<file path="src/rtl/riscv_pipe_pkg.sv">
// Shared widths and control encodings for the RV32 pipeline registers.
package riscv_pipe_pkg;

    localparam int unsigned XLEN_DEF      = 32;
    localparam int unsigned REGN_W_DEF    = 5;
    localparam int unsigned ALUCTRL_W_DEF = 4;
    localparam int unsigned RESSRC_W_DEF  = 2;
    localparam int unsigned CNT_W_DEF     = 16;

    typedef enum logic [3:0] {
        ALU_ADD  = 4'd0,
        ALU_SUB  = 4'd1,
        ALU_AND  = 4'd2,
        ALU_OR   = 4'd3,
        ALU_XOR  = 4'd4,
        ALU_SLT  = 4'd5,
        ALU_SLTU = 4'd6,
        ALU_SLL  = 4'd7,
        ALU_SRL  = 4'd8,
        ALU_SRA  = 4'd9
    } alu_op_e;

    typedef enum logic [1:0] {
        RES_ALU = 2'd0,
        RES_MEM = 2'd1,
        RES_PC4 = 2'd2
    } res_src_e;

    typedef struct packed {
        logic    branch;
        logic    jump;
        alu_op_e alu_ctrl;
        logic    alu_src;
    } ex_ctrl_t;

    typedef struct packed {
        logic mem_write;
    } mem_ctrl_t;

    typedef struct packed {
        logic     reg_write;
        res_src_e result_src;
    } wb_ctrl_t;

endpackage

</file>
<file path="src/rtl/pipe_field_reg.sv">
// Field-group flop: async active-low reset, synchronous clear (bubble), load enable.
module pipe_field_reg #(
    parameter int unsigned    W       = 1,
    parameter logic [W-1:0]   RST_VAL = '0
) (
    input  logic         i_clk,
    input  logic         i_rst_n,
    input  logic         i_en,
    input  logic         i_clr,
    input  logic [W-1:0] i_d,
    output logic [W-1:0] o_q
);

    logic [W-1:0] r_q;

    // Clear outranks enable so a flush lands even while the stage is stalled.
    always_ff @(posedge i_clk or negedge i_rst_n) begin
        if (!i_rst_n) begin
            r_q <= RST_VAL;
        end else if (i_clr) begin
            r_q <= '0;
        end else if (i_en) begin
            r_q <= i_d;
        end
    end

    assign o_q = r_q;

endmodule

</file>
<file path="src/rtl/id_ex_pipe_reg.sv">
// ID->EX pipeline register with stall/flush, valid gating of side effects
// and a saturating count of bubbles loaded into the E stage.
module id_ex_pipe_reg
    import riscv_pipe_pkg::*;
#(
    parameter int unsigned XLEN      = XLEN_DEF,
    parameter int unsigned REGN_W    = REGN_W_DEF,
    parameter int unsigned ALUCTRL_W = ALUCTRL_W_DEF,
    parameter int unsigned RESSRC_W  = RESSRC_W_DEF,
    parameter int unsigned CNT_W     = CNT_W_DEF
) (
    input  logic                 clk,
    input  logic                 rst,
    input  logic                 stallE,
    input  logic                 flushE,
    input  logic                 validD,
    input  logic [XLEN-1:0]      pcD,
    input  logic [REGN_W-1:0]    rs1nD,
    input  logic [REGN_W-1:0]    rs2nD,
    input  logic [REGN_W-1:0]    rdnD,
    input  logic [XLEN-1:0]      rs1D,
    input  logic [XLEN-1:0]      rs2D,
    input  logic [XLEN-1:0]      immD,
    input  logic                 RegWriteD,
    input  logic [RESSRC_W-1:0]  ResultSrcD,
    input  logic                 MemWriteD,
    input  logic                 BranchD,
    input  logic                 JumpD,
    input  logic [ALUCTRL_W-1:0] ALUControlD,
    input  logic                 ALUSrcD,
    output logic                 validE,
    output logic [XLEN-1:0]      pcE,
    output logic [REGN_W-1:0]    rs1nE,
    output logic [REGN_W-1:0]    rs2nE,
    output logic [REGN_W-1:0]    rdnE,
    output logic [XLEN-1:0]      rs1E,
    output logic [XLEN-1:0]      rs2E,
    output logic [XLEN-1:0]      immE,
    output logic                 RegWriteE,
    output logic [RESSRC_W-1:0]  ResultSrcE,
    output logic                 MemWriteE,
    output logic                 BranchE,
    output logic                 JumpE,
    output logic [ALUCTRL_W-1:0] ALUControlE,
    output logic                 ALUSrcE,
    output logic [CNT_W-1:0]     bubble_cnt
);

    localparam int unsigned DATA_W = 4 * XLEN;
    localparam int unsigned IDX_W  = 3 * REGN_W;
    localparam int unsigned CTRL_W = 6 + RESSRC_W + ALUCTRL_W;

    logic              w_en;
    logic              w_bubble;
    logic [DATA_W-1:0] w_data_d, w_data_q;
    logic [IDX_W-1:0]  w_idx_d,  w_idx_q;
    logic [CTRL_W-1:0] w_ctrl_d, w_ctrl_q;
    logic [CNT_W-1:0]  r_bubble_cnt;

    assign w_en     = ~stallE;
    assign w_data_d = {pcD, rs1D, rs2D, immD};
    assign w_idx_d  = {rs1nD, rs2nD, rdnD};

    // Side-effect controls only survive for a real instruction; x0 writes are dropped here.
    assign w_ctrl_d = {validD,
                       RegWriteD & validD & (rdnD != '0),
                       ResultSrcD,
                       MemWriteD & validD,
                       BranchD & validD,
                       JumpD & validD,
                       ALUControlD,
                       ALUSrcD};

    pipe_field_reg #(.W(DATA_W), .RST_VAL('0)) u_data (
        .i_clk(clk), .i_rst_n(rst), .i_en(w_en), .i_clr(flushE),
        .i_d(w_data_d), .o_q(w_data_q)
    );

    pipe_field_reg #(.W(IDX_W), .RST_VAL('0)) u_idx (
        .i_clk(clk), .i_rst_n(rst), .i_en(w_en), .i_clr(flushE),
        .i_d(w_idx_d), .o_q(w_idx_q)
    );

    pipe_field_reg #(.W(CTRL_W), .RST_VAL('0)) u_ctrl (
        .i_clk(clk), .i_rst_n(rst), .i_en(w_en), .i_clr(flushE),
        .i_d(w_ctrl_d), .o_q(w_ctrl_q)
    );

    assign {pcE, rs1E, rs2E, immE} = w_data_q;
    assign {rs1nE, rs2nE, rdnE}    = w_idx_q;
    assign {validE, RegWriteE, ResultSrcE, MemWriteE, BranchE, JumpE,
            ALUControlE, ALUSrcE}  = w_ctrl_q;

    // A bubble enters E on a flush (even when stalled) or on an unstalled load of an empty slot.
    assign w_bubble = flushE | (~stallE & ~validD);

    always_ff @(posedge clk or negedge rst) begin
        if (!rst) begin
            r_bubble_cnt <= '0;
        end else if (w_bubble && (r_bubble_cnt != '1)) begin
            r_bubble_cnt <= r_bubble_cnt + CNT_W'(1);
        end
    end

    assign bubble_cnt = r_bubble_cnt;

endmodule
</file>
<file path="config.mk">
export PLATFORM = sky130hd
export DESIGN_NAME = id_ex_pipe_reg
export DESIGN_NICKNAME = d
export VERILOG_FILES = /design/src/rtl/riscv_pipe_pkg.sv /design/src/rtl/pipe_field_reg.sv /design/src/rtl/id_ex_pipe_reg.sv
export SDC_FILE = /design/constraint.sdc
export NUM_CORES = 1
export LEC_CHECK = 0
export ABC_AREA = 1
export BUFFER_PORTS_ARGS = -buffer_cell sky130_fd_sc_hd__buf_2
export CELL_PAD_IN_SITES_DETAIL_PLACEMENT = 1
export CELL_PAD_IN_SITES_GLOBAL_PLACEMENT = 1
export CORE_MARGIN = 1
export CORE_UTILIZATION = 31
export CTS_BUF_LIST = sky130_fd_sc_hd__clkbuf_4
export CTS_CLUSTER_DIAMETER = 120
export CTS_CLUSTER_SIZE = 20
export DETAILED_ROUTE_END_ITERATION = 12
export PLACE_DENSITY_LB_ADDON = 0.1
export SYNTH_ARGS = -nofsm -noshare
export SYNTH_HDL_FRONTEND = slang
export SYNTH_SLANG_ARGS = --single-unit
</file>
<file path="constraint.sdc">
create_clock -name clk -period 1.45 [get_ports clk]
set_input_delay 0.0725 -clock clk [delete_from_list [all_inputs] [get_ports clk]]
set_output_delay 0.0725 -clock clk [all_outputs]
set_load 0.02 [all_outputs]
</file>
==> run summary <==
Post-Syn Area -> 7120 um^2
endpoints failing setup -> 3
GPL Wtd Cong -> 0.826
critical path arrival -> 1.94 ns
Hold Path Depth -> 4
Avg Inst Size Synth -> 8.64 um^2
Peak VDD IR -> 0.479 mV
max-slew violations -> 0
CP delay by family, top -> buffers and inverters
critical path class -> in -> reg
Hold Path End -> bubble_cnt[2]
commonest cells after routing, fill and taps aside -> 365 x nand2_1, 325 x buf_2, 198 x dlygate4sd3_1
core area -> 22600 um^2
CP required -> 1.93 ns
Via density -> 4.68
synth warn -> 0
Top cell by count, worst path -> dlygate4sd3_1
number of synthesized flops with an enable pin -> 0
Hold Crit Start -> stallE
Buf/Inv on CP -> 4
clock tree from TritonCTS -> yes
maxcap violations -> 0
Slew @ Worst Pin -> 0.609 ns
CTS sink cnt -> 171
total track usage -> 0.236
async set-or-reset flop fraction in the synthesized netlist -> 1.00
initial cell density of the core -> 0.315
most common cell after layout, fill and taps aside -> nand2_1
Pwr Total -> 10.9 mW
minimum clock period -> 1.47 ns
R2R Path Start -> bubble_cnt[0]
row cnt -> 55
Synth Register Bits -> 171
CTS Buffer Depth -> 2
Worst Setup End Kind -> flop
Worst R2R End -> bubble_cnt[4]
pwr dens -> 937 nW/um^2
H-tree levels -> 4
Root Buffer -> clkbuf_4
sequential area share after synthesis -> 0.601
via count -> 7724
Max Freq -> 0.682 GHz
placed insts -> 1408
CTS buffer count -> 17
Crit Path Max Fanout -> 1
reg2reg path depth -> 8
die area -> 23600 um^2
synth unique cells -> 25
hpwl dp -> 16500 um
register area -> 4290 um^2
initial antenna violation count -> 1
# nets final -> 1512
Final Util -> 0.514
routed wire length -> 28100 um
CP peak stage delay -> 0.56 ns
WL/cell -> 17.0 um
Critical-path top delay cell -> dlygate4sd3_1
LEAKAGE -> 6.48 nW
hold crit path type -> in -> reg
ANT nets after route -> 0
crit-path cells -> dlygate4sd3_1 > buf_2 > nand2_1 > dlygate4sd3_1 > nand2_1 > dlygate4sd3_1
I/O Buffers -> 329
final hold viol count -> 0
Slew Limit Headroom -> 0.594
syn_nets -> 984
register clock-pin slew on the reported worst setup and hold paths -> 0.17 ns
Area Overhead vs Synth -> 62.9%
failing checks -> negative setup slack
layout cell share with drive strength beyond 1 -> 0.316
initial detailed-routing violation count -> 371
vias in the first global route -> 8206
die height -> 154 um
largest net degree at the start of global routing -> 124
outcome -> complete, but fails checks
Worst R2R Setup Slack -> 0.05 ns
DRC -> 0
FILL cells -> 2729
global-route wire length before repair -> 43800 um
final worst slack -> -0.0172 ns
# IOs -> 330
critical path launch point type -> primary input
Syn Inst Count -> 824
drt pass-1 iters -> 4
Worst-Skew Late Latency -> 0.57 ns
Die W -> 154 um
grt ovf -> 0
Worst Skew -> 0.0248 ns
fin cells -> 1651
most common flop cell mapped by yosys -> dfrtp_1
period utilisation layout -> 1.01
area occupied by multi-input gates -> 2580 um^2
## synthesized netlist by cell type, types with 2 or more instances
master | number | area share
buf_2 | 28 | 0.020
o21ai_2 | 8 | 0.0098
dfrtp_1 | 171 | 0.60
nand2_1 | 368 | 0.19
nor2_2 | 3 | 0.0026
inv_1 | 17 | 0.0090
o21ai_0 | 6 | 0.0042
clkbuf_1 | 16 | 0.0084
nand3_1 | 160 | 0.11
nand4_1 | 4 | 0.0035
buf_6 | 2 | 0.0032
buf_1 | 5 | 0.0026
xnor2_1 | 2 | 0.0025
a32o_1 | 3 | 0.0042
nand2_2 | 4 | 0.0035
nor2_1 | 18 | 0.0095
## metrics by stage
stage / area, um^2 / hold WS, ns / worst slack, ns / setup TNS, ns
floorplan: 7130 / -0.223 / 0.0332 / 0
global placement: 9160 / 0.00280 / 0.0818 / 0
detailed placement: 9160 / 0.00595 / 0.0547 / 0
CTS: 11400 / 0.000167 / 0.00814 / 0
global route: 11600 / 0.0132 / -0.0292 / -0.0385
finish: 11600 / 0.0243 / -0.0172 / -0.0372
## how the worst max path moves through the flow
stage,to,cells past startpoint,from
detailed placement,bubble_cnt[14],7,bubble_cnt[5]
floorplan,bubble_cnt[10],9,bubble_cnt[0]
global route,bubble_cnt[2],7,bubble_cnt[0]
finish,u_data.o_q[76],6,rs1D[12]
global placement,bubble_cnt[10],9,bubble_cnt[0]
CTS,bubble_cnt[13],2,bubble_cnt[13]
## kinds of logic (layout without fill, tap and decap cells)
| logic type | after synthesis | in the layout | share of synthesized area |
|---|---|---|---|
| XOR/XNOR | 3 | 3 | 0.00369 |
| flip-flops | 171 | 171 | 0.601 |
| adder cells (fa/ha/maj) | 1 | 1 | 0.00176 |
| AO/OA/AOI/OAI | 18 | 18 | 0.0190 |
| buffers and inverters | 70 | 611 | 0.0445 |
| other | 0 | 1 | 0 |
| AND/OR/NAND/NOR | 561 | 561 | 0.330 |
## layer usage
layer  vias to the layer above  GRT usage  share of wire
met5                         -          0              0
met3                        45     0.0541          0.054
met4                         0     0.0810          0.024
met1                      3764      0.284           0.42
met2                       231      0.413           0.50
li1                       3684          -              -
## power breakdown
part / internal [mW] / leakage [nW] / total [mW] / switching [mW]
Clock: 0.780 / 0.140 / 2.76 / 1.98
Combinational: 1.15 / 4.07 / 2.69 / 1.54
Sequential: 5.13 / 2.26 / 5.41 / 0.286
## layout make-up
class / count / area share
well taps: 285 / 0.0308
multi-input cells: 583 / 0.223
inverters: 18 / 0.00604
diodes: 1 / 0.000216
clock buffers: 18 / 0.0117
clock inverters: 14 / 0.0110
flip-flops and latches: 171 / 0.370
repair buffers: 561 / 0.348
## worst register-to-register path, stage by stage (launching register included)
cell,delay (ns)
dfrtp_2,0.44
ha_4,0.15
inv_2,0.04
nor2_4,0.12
nand4_1,0.23
buf_4,0.22
nand2_1,0.05
nand2_1,0.05
nand2_1,0.05
## repair_timing
item | in CTS | in global routing
pin swaps | 0 | 6
gates cloned | 0 | 2
hold endpoints to repair | 332 | 5
setup endpoints to repair | 2 | 28
hold buffers | 199 | 3
buffers inserted | 1 | 8
gates resized for setup | 4 | 22
## registers in the layout, indices dropped and copies added (netlist names)
| register | cells |
|---|---|
| u_data.o_q | 128 |
| bubble_cnt | 16 |
| u_ctrl.o_q | 12 |
| u_idx.o_q | 15 |
No activity file was read; power rests on OpenSTA's default activity.
